<file path="config.mk">
export PLATFORM = sky130hd
export DESIGN_NAME = cmp_window_stats
export DESIGN_NICKNAME = d
export VERILOG_FILES = /design/src/rtl/cmp_window_stats.sv
export SDC_FILE = /design/constraint.sdc
export NUM_CORES = 1
export LEC_CHECK = 0
export ABC_AREA = 1
export CORE_ASPECT_RATIO = 0.7
export CORE_MARGIN = 3
export CORE_UTILIZATION = 45
export DETAILED_ROUTE_END_ITERATION = 7
export PLACE_DENSITY = 0.74
export SETUP_SLACK_MARGIN = 0.5
export SYNTH_ARGS = -nofsm -noshare
export SYNTH_HDL_FRONTEND = slang
export SYNTH_SLANG_ARGS = --single-unit
</file>
<file path="constraint.sdc">
create_clock -name clk -period 3.9 [get_ports clk]
set_input_delay 0.78 -clock clk [delete_from_list [all_inputs] [get_ports clk]]
set_output_delay 0.78 -clock clk [all_outputs]
set_load 0.005 [all_outputs]
</file>
<file path="src/rtl/cmp_window_stats.sv">
`timescale 1ns/1ps
// Windowed statistics for the N-bit magnitude comparator: per-window outcome
// counts, flag-integrity errors and largest winning operand, one record per window.
module cmp_window_stats #(
  parameter int N      = 32,
  parameter int WINDOW = 8,
  parameter int CNT_W  = 8
) (
  input  logic             clk,
  input  logic             rst_n,
  input  logic             clear,
  input  logic             in_valid,
  output logic             in_ready,
  input  logic [N-1:0]     a,
  input  logic [N-1:0]     b,
  input  logic             Lesser,
  input  logic             Greater,
  input  logic             Equal,
  output logic             out_valid,
  input  logic             out_ready,
  output logic [CNT_W-1:0] lt_count,
  output logic [CNT_W-1:0] gt_count,
  output logic [CNT_W-1:0] eq_count,
  output logic [CNT_W-1:0] err_count,
  output logic [N-1:0]     max_val
);

  typedef enum logic {COLLECT = 1'b0, REPORT = 1'b1} state_e;

  state_e           state_q, state_d;
  logic [CNT_W-1:0] idx_q, idx_d;
  logic [CNT_W-1:0] acc_lt_q, acc_lt_d;
  logic [CNT_W-1:0] acc_gt_q, acc_gt_d;
  logic [CNT_W-1:0] acc_eq_q, acc_eq_d;
  logic [CNT_W-1:0] acc_err_q, acc_err_d;
  logic [N-1:0]     acc_max_q, acc_max_d;

  logic [CNT_W-1:0] rec_lt_q, rec_gt_q, rec_eq_q, rec_err_q;
  logic [N-1:0]     rec_max_q;

  logic             accept;
  logic             last;
  logic [3:0]       inc;
  logic [N-1:0]     winner;
  logic [CNT_W-1:0] lt_next, gt_next, eq_next, err_next, idx_next;
  logic [N-1:0]     max_next;

  // Returns {err, eq, gt, lt}; anything other than exactly one flag is an error.
  function automatic logic [3:0] classify(input logic l, input logic g, input logic e);
    logic [3:0] r;
    case ({l, g, e})
      3'b100:  r = 4'b0001;
      3'b010:  r = 4'b0010;
      3'b001:  r = 4'b0100;
      default: r = 4'b1000;
    endcase
    return r;
  endfunction

  function automatic logic [N-1:0] umax(input logic [N-1:0] x, input logic [N-1:0] y);
    return (x > y) ? x : y;
  endfunction

  assign accept   = in_valid && in_ready && !clear;
  assign last     = accept && (idx_q == CNT_W'(WINDOW - 1));
  assign inc      = classify(Lesser, Greater, Equal);
  assign winner   = Greater ? a : b;

  assign lt_next  = acc_lt_q  + CNT_W'(inc[0]);
  assign gt_next  = acc_gt_q  + CNT_W'(inc[1]);
  assign eq_next  = acc_eq_q  + CNT_W'(inc[2]);
  assign err_next = acc_err_q + CNT_W'(inc[3]);
  assign idx_next = idx_q + CNT_W'(1);
  assign max_next = umax(acc_max_q, winner);

  // State register
  always_ff @(posedge clk or negedge rst_n) begin
    if (!rst_n) state_q <= COLLECT;
    else        state_q <= state_d;
  end

  // Next-state logic; clear overrides every other event
  always_comb begin
    state_d = state_q;
    case (state_q)
      COLLECT: if (last)      state_d = REPORT;
      REPORT:  if (out_ready) state_d = COLLECT;
      default:                state_d = COLLECT;
    endcase
    if (clear) state_d = COLLECT;
  end

  // Output decode from state only
  always_comb begin
    in_ready  = (state_q == COLLECT);
    out_valid = (state_q == REPORT);
  end

  // Accumulators restart at zero after the window-closing accept
  always_comb begin
    idx_d     = idx_q;
    acc_lt_d  = acc_lt_q;
    acc_gt_d  = acc_gt_q;
    acc_eq_d  = acc_eq_q;
    acc_err_d = acc_err_q;
    acc_max_d = acc_max_q;
    if (clear || last) begin
      idx_d     = '0;
      acc_lt_d  = '0;
      acc_gt_d  = '0;
      acc_eq_d  = '0;
      acc_err_d = '0;
      acc_max_d = '0;
    end else if (accept) begin
      idx_d     = idx_next;
      acc_lt_d  = lt_next;
      acc_gt_d  = gt_next;
      acc_eq_d  = eq_next;
      acc_err_d = err_next;
      acc_max_d = max_next;
    end
  end

  always_ff @(posedge clk or negedge rst_n) begin
    if (!rst_n) begin
      idx_q     <= '0;
      acc_lt_q  <= '0;
      acc_gt_q  <= '0;
      acc_eq_q  <= '0;
      acc_err_q <= '0;
      acc_max_q <= '0;
    end else begin
      idx_q     <= idx_d;
      acc_lt_q  <= acc_lt_d;
      acc_gt_q  <= acc_gt_d;
      acc_eq_q  <= acc_eq_d;
      acc_err_q <= acc_err_d;
      acc_max_q <= acc_max_d;
    end
  end

  // Record registers include the final sample's contribution and hold otherwise
  always_ff @(posedge clk or negedge rst_n) begin
    if (!rst_n) begin
      rec_lt_q  <= '0;
      rec_gt_q  <= '0;
      rec_eq_q  <= '0;
      rec_err_q <= '0;
      rec_max_q <= '0;
    end else if (last) begin
      rec_lt_q  <= lt_next;
      rec_gt_q  <= gt_next;
      rec_eq_q  <= eq_next;
      rec_err_q <= err_next;
      rec_max_q <= max_next;
    end
  end

  assign lt_count  = rec_lt_q;
  assign gt_count  = rec_gt_q;
  assign eq_count  = rec_eq_q;
  assign err_count = rec_err_q;
  assign max_val   = rec_max_q;

endmodule

</file>
==> results.cfg <==
[setup_path]
reg2reg_slack_ns = 1.38
slowest_stage = mux2i_1
cp.arrival_ns = 3.50
crit_path_start = Greater
startpoint_type = primary input
cpMostUsedCell = nand2_1
required_ns = 4.21
path_cells = clkbuf_4 > buf_12 > mux2i_1 > ha_1 > nand2_1 > inv_1 > nand2_1 > nand2_1 > nand2_1 > nand2_1 > nand2_1 > nand2_1 > nand2_2 > nand2_4 > nand2_4 > buf_12 > nand2_4 > nand3_1 > nand2_1
slowest_delay_ns = 0.54
critPathKind = primary input to register
critPathTopFamily = simple AND/OR/NAND/NOR gates
critPathCaptureType = register
cp_max_fo = 25
rr_startpoint = idx_q[1]
critPathBufInv = 4

[routing]
drt-total-wl_um = 19700
dr_total_vias = 6357
wl_per_cell_um = 15.8
via_per_inst = 5.10
drc = 0
postRouteAntennaNets = 0
first_pass_iters = 6
drt-initial-drc-count = 441

[synthesis]
yosys_warnings = 0
yosysMostFrequentCell = nand2_1
syn_area_mm2 = 0.00761
syn_inst = 878
synthArstFlopShare_pct = 100
synth_edf_count = 0
syn_avg_cell_area_um2 = 8.67
synth_top_area_share_pct = 45.0
ys.flop_type = dfrtp_1
synth_seq_area_share_pct = 45.0
synth_seq_cells = 137
yosysTopAreaCell = dfrtp_1
synth_cell_type_count = 33
synth_area_leaders = dfrtp_1, nand2_1, nand3_1, ha_1, nand2_4
syn-num-nets = 991
ys_top_cells_by_count = nand2_1, dfrtp_1, nand3_1

[grt]
grt_overflow = 0
grt_pass1_vias = 6362
grt_util_all_layers_pct = 22.4
antenna_found_initial = 0
grt_max_degree = 95
grt_pass1_wl_um = 32900

[placed_design]
dp_cells = 1215
dp_hpwl_um = 13500
io_buffer_count = 137
dpl_cell_area_mm2 = 0.00919
post-place-ws_ns = 0.147
gp_congestion = 0.807

[timing]
hold_violations = 0
finalClockSkew_ns = 0.0118
relSlewSlack_pct = 40.5
rsz0062_at_grt = false
setup_tns_ns = 0
fmax_ghz = 0.313
fin_crit_ns = 3.19
period_share_pct = 81.9
fin_ws_ns = 0.706
setup-violations-final = 0
hold-worst-slack_ns = 0.419
worst_pin_slew_ns = 0.892
slew_violations = 0

[floorplanning]
core_area_mm2 = 0.0164
ios = 138
fp.dieH_um = 115
start_util_pct = 46.3
die_area_mm2 = 0.0185
num_rows = 39
dieWidth_um = 161

[final_layout]
regArea_mm2 = 0.00343
layout-drive-gt1-share_pct = 9.88
post_layout_nonfiller_instances = 1247
final_cell_area_mm2 = 0.00985
fillCellCount = 1392
nNetsFinal = 1122
multi_input_area_mm2 = 0.00364
area_growth_pct = 29.5
diodes = 0

[worst_hold_path]
hp-class = primary input to async pin

[clocking]
insertion_delay_ns = 0.43
clock_sinks = 137
cts.path.max_buffers = 2
root_buffer = clkbuf_16
path_clk_slew_ns = 0.06
h-tree-depth = 4
cts_tree = done
cts_buffers = 17

[power]
power.leakage_nw = 4.83
peakVddDrop_uv = 230
p_per_area_mw_per_mm2 = 407

[status]
status = completed

[flow_run]
maxCapViolations = 0
cell usage in the layout (no fill, tap or decap), types with 8 or more instances in the layout:
master           count
mux2i_1             31
nor3_1              12
nand2_4             32
a21oi_1             19
o22ai_1              8
xor2_1              24
o21ai_0             40
inv_1               78
ha_1                41
nand3_1            112
nor2_1              15
clkdlybuf4s50_1    135
dfrtp_1            137
nand2_1            251
clkbuf_16           17
buf_4                9
worst paths after layout:
check,cells after the start,end
max,19,max_val[8]
min in group clk,2,gt_count[3]
min reg2reg,2,gt_count[3]
max in group asynchronous,2,max_val[10]
max reg2reg,9,acc_max_q[7]
min,1,gt_count[4]
worst register-to-register path, cell delays in order, from the launching register on:
cell     delay, ns
dfrtp_1       0.40
ha_1          0.22
nand3_1       0.09
nor2_1        0.06
nand2_2       0.38
nand2_2       0.22
nor2_4        0.37
buf_4         0.46
nand3_1       0.18
nand2_1       0.08
stage by stage:
stage	power (mW)	util [%]
2_1_floorplan	1.98	-
3_3_place_gp	2.21	55.9
3_5_place_dp	2.22	55.9
4_1_cts	4.03	59.9
5_1_grt	4.17	59.9
6_report	4.01	59.9
metal layers:
metal | vias to the layer above | wire (µm) | track usage (%)
li1 | 3125 | - | -
met2 | 208 | 8210 | 31.8
met4 | 0 | 211 | 6.42
met1 | 3008 | 9810 | 33.5
met3 | 16 | 1460 | 5.94
met5 | - | 0 | 0
area by class of cell:
| cell class | count | area share [%] |
|---|---|---|
| clock buffers | 21 | 4.67 |
| multi-input cells | 617 | 36.9 |
| flip-flops and latches | 137 | 34.8 |
| inverters | 85 | 3.24 |
| repair buffers | 151 | 15.6 |
| well taps | 225 | 2.86 |
| clock inverters | 11 | 1.97 |
cells by family after synthesis:
| kind of cell | synth area share [%] |
|---|---|
| AOI/OAI and AO/OA | 5.65 |
| xor gates and xnor gates | 2.76 |
| adders and majority gates | 6.74 |
| buffers and inverters | 7.17 |
| DFF | 45.0 |
| muxes | 4.08 |
| and+or+nand+nor | 28.6 |
power breakdown:
part	internal [mW]	switching, mW	total (mW)
Sequential	1.49	0.0543	1.55
Combinational	0.287	0.377	0.664
Clock	1.17	0.630	1.80
Total	2.95	1.06	4.01
state kept, by name, indices dropped and copies added, names as in the netlist:
register / flops
err_count: 8
max_val: 32
gt_count: 8
out_valid: 1
acc_err_q: 8
eq_count: 8
acc_eq_q: 8
acc_gt_q: 8
idx_q: 8
acc_lt_q: 8
lt_count: 8
acc_max_q: 32
repair_timing:
item | 4_1_cts | 5_1_grt
gates resized for setup | 0 | 3
buffers inserted | 0 | 0
setup endpoints to repair | 0 | 64
hold endpoints to repair | 0 | 0
hold buffers | 0 | 0
No activity file was read; power rests on OpenSTA's default activity.
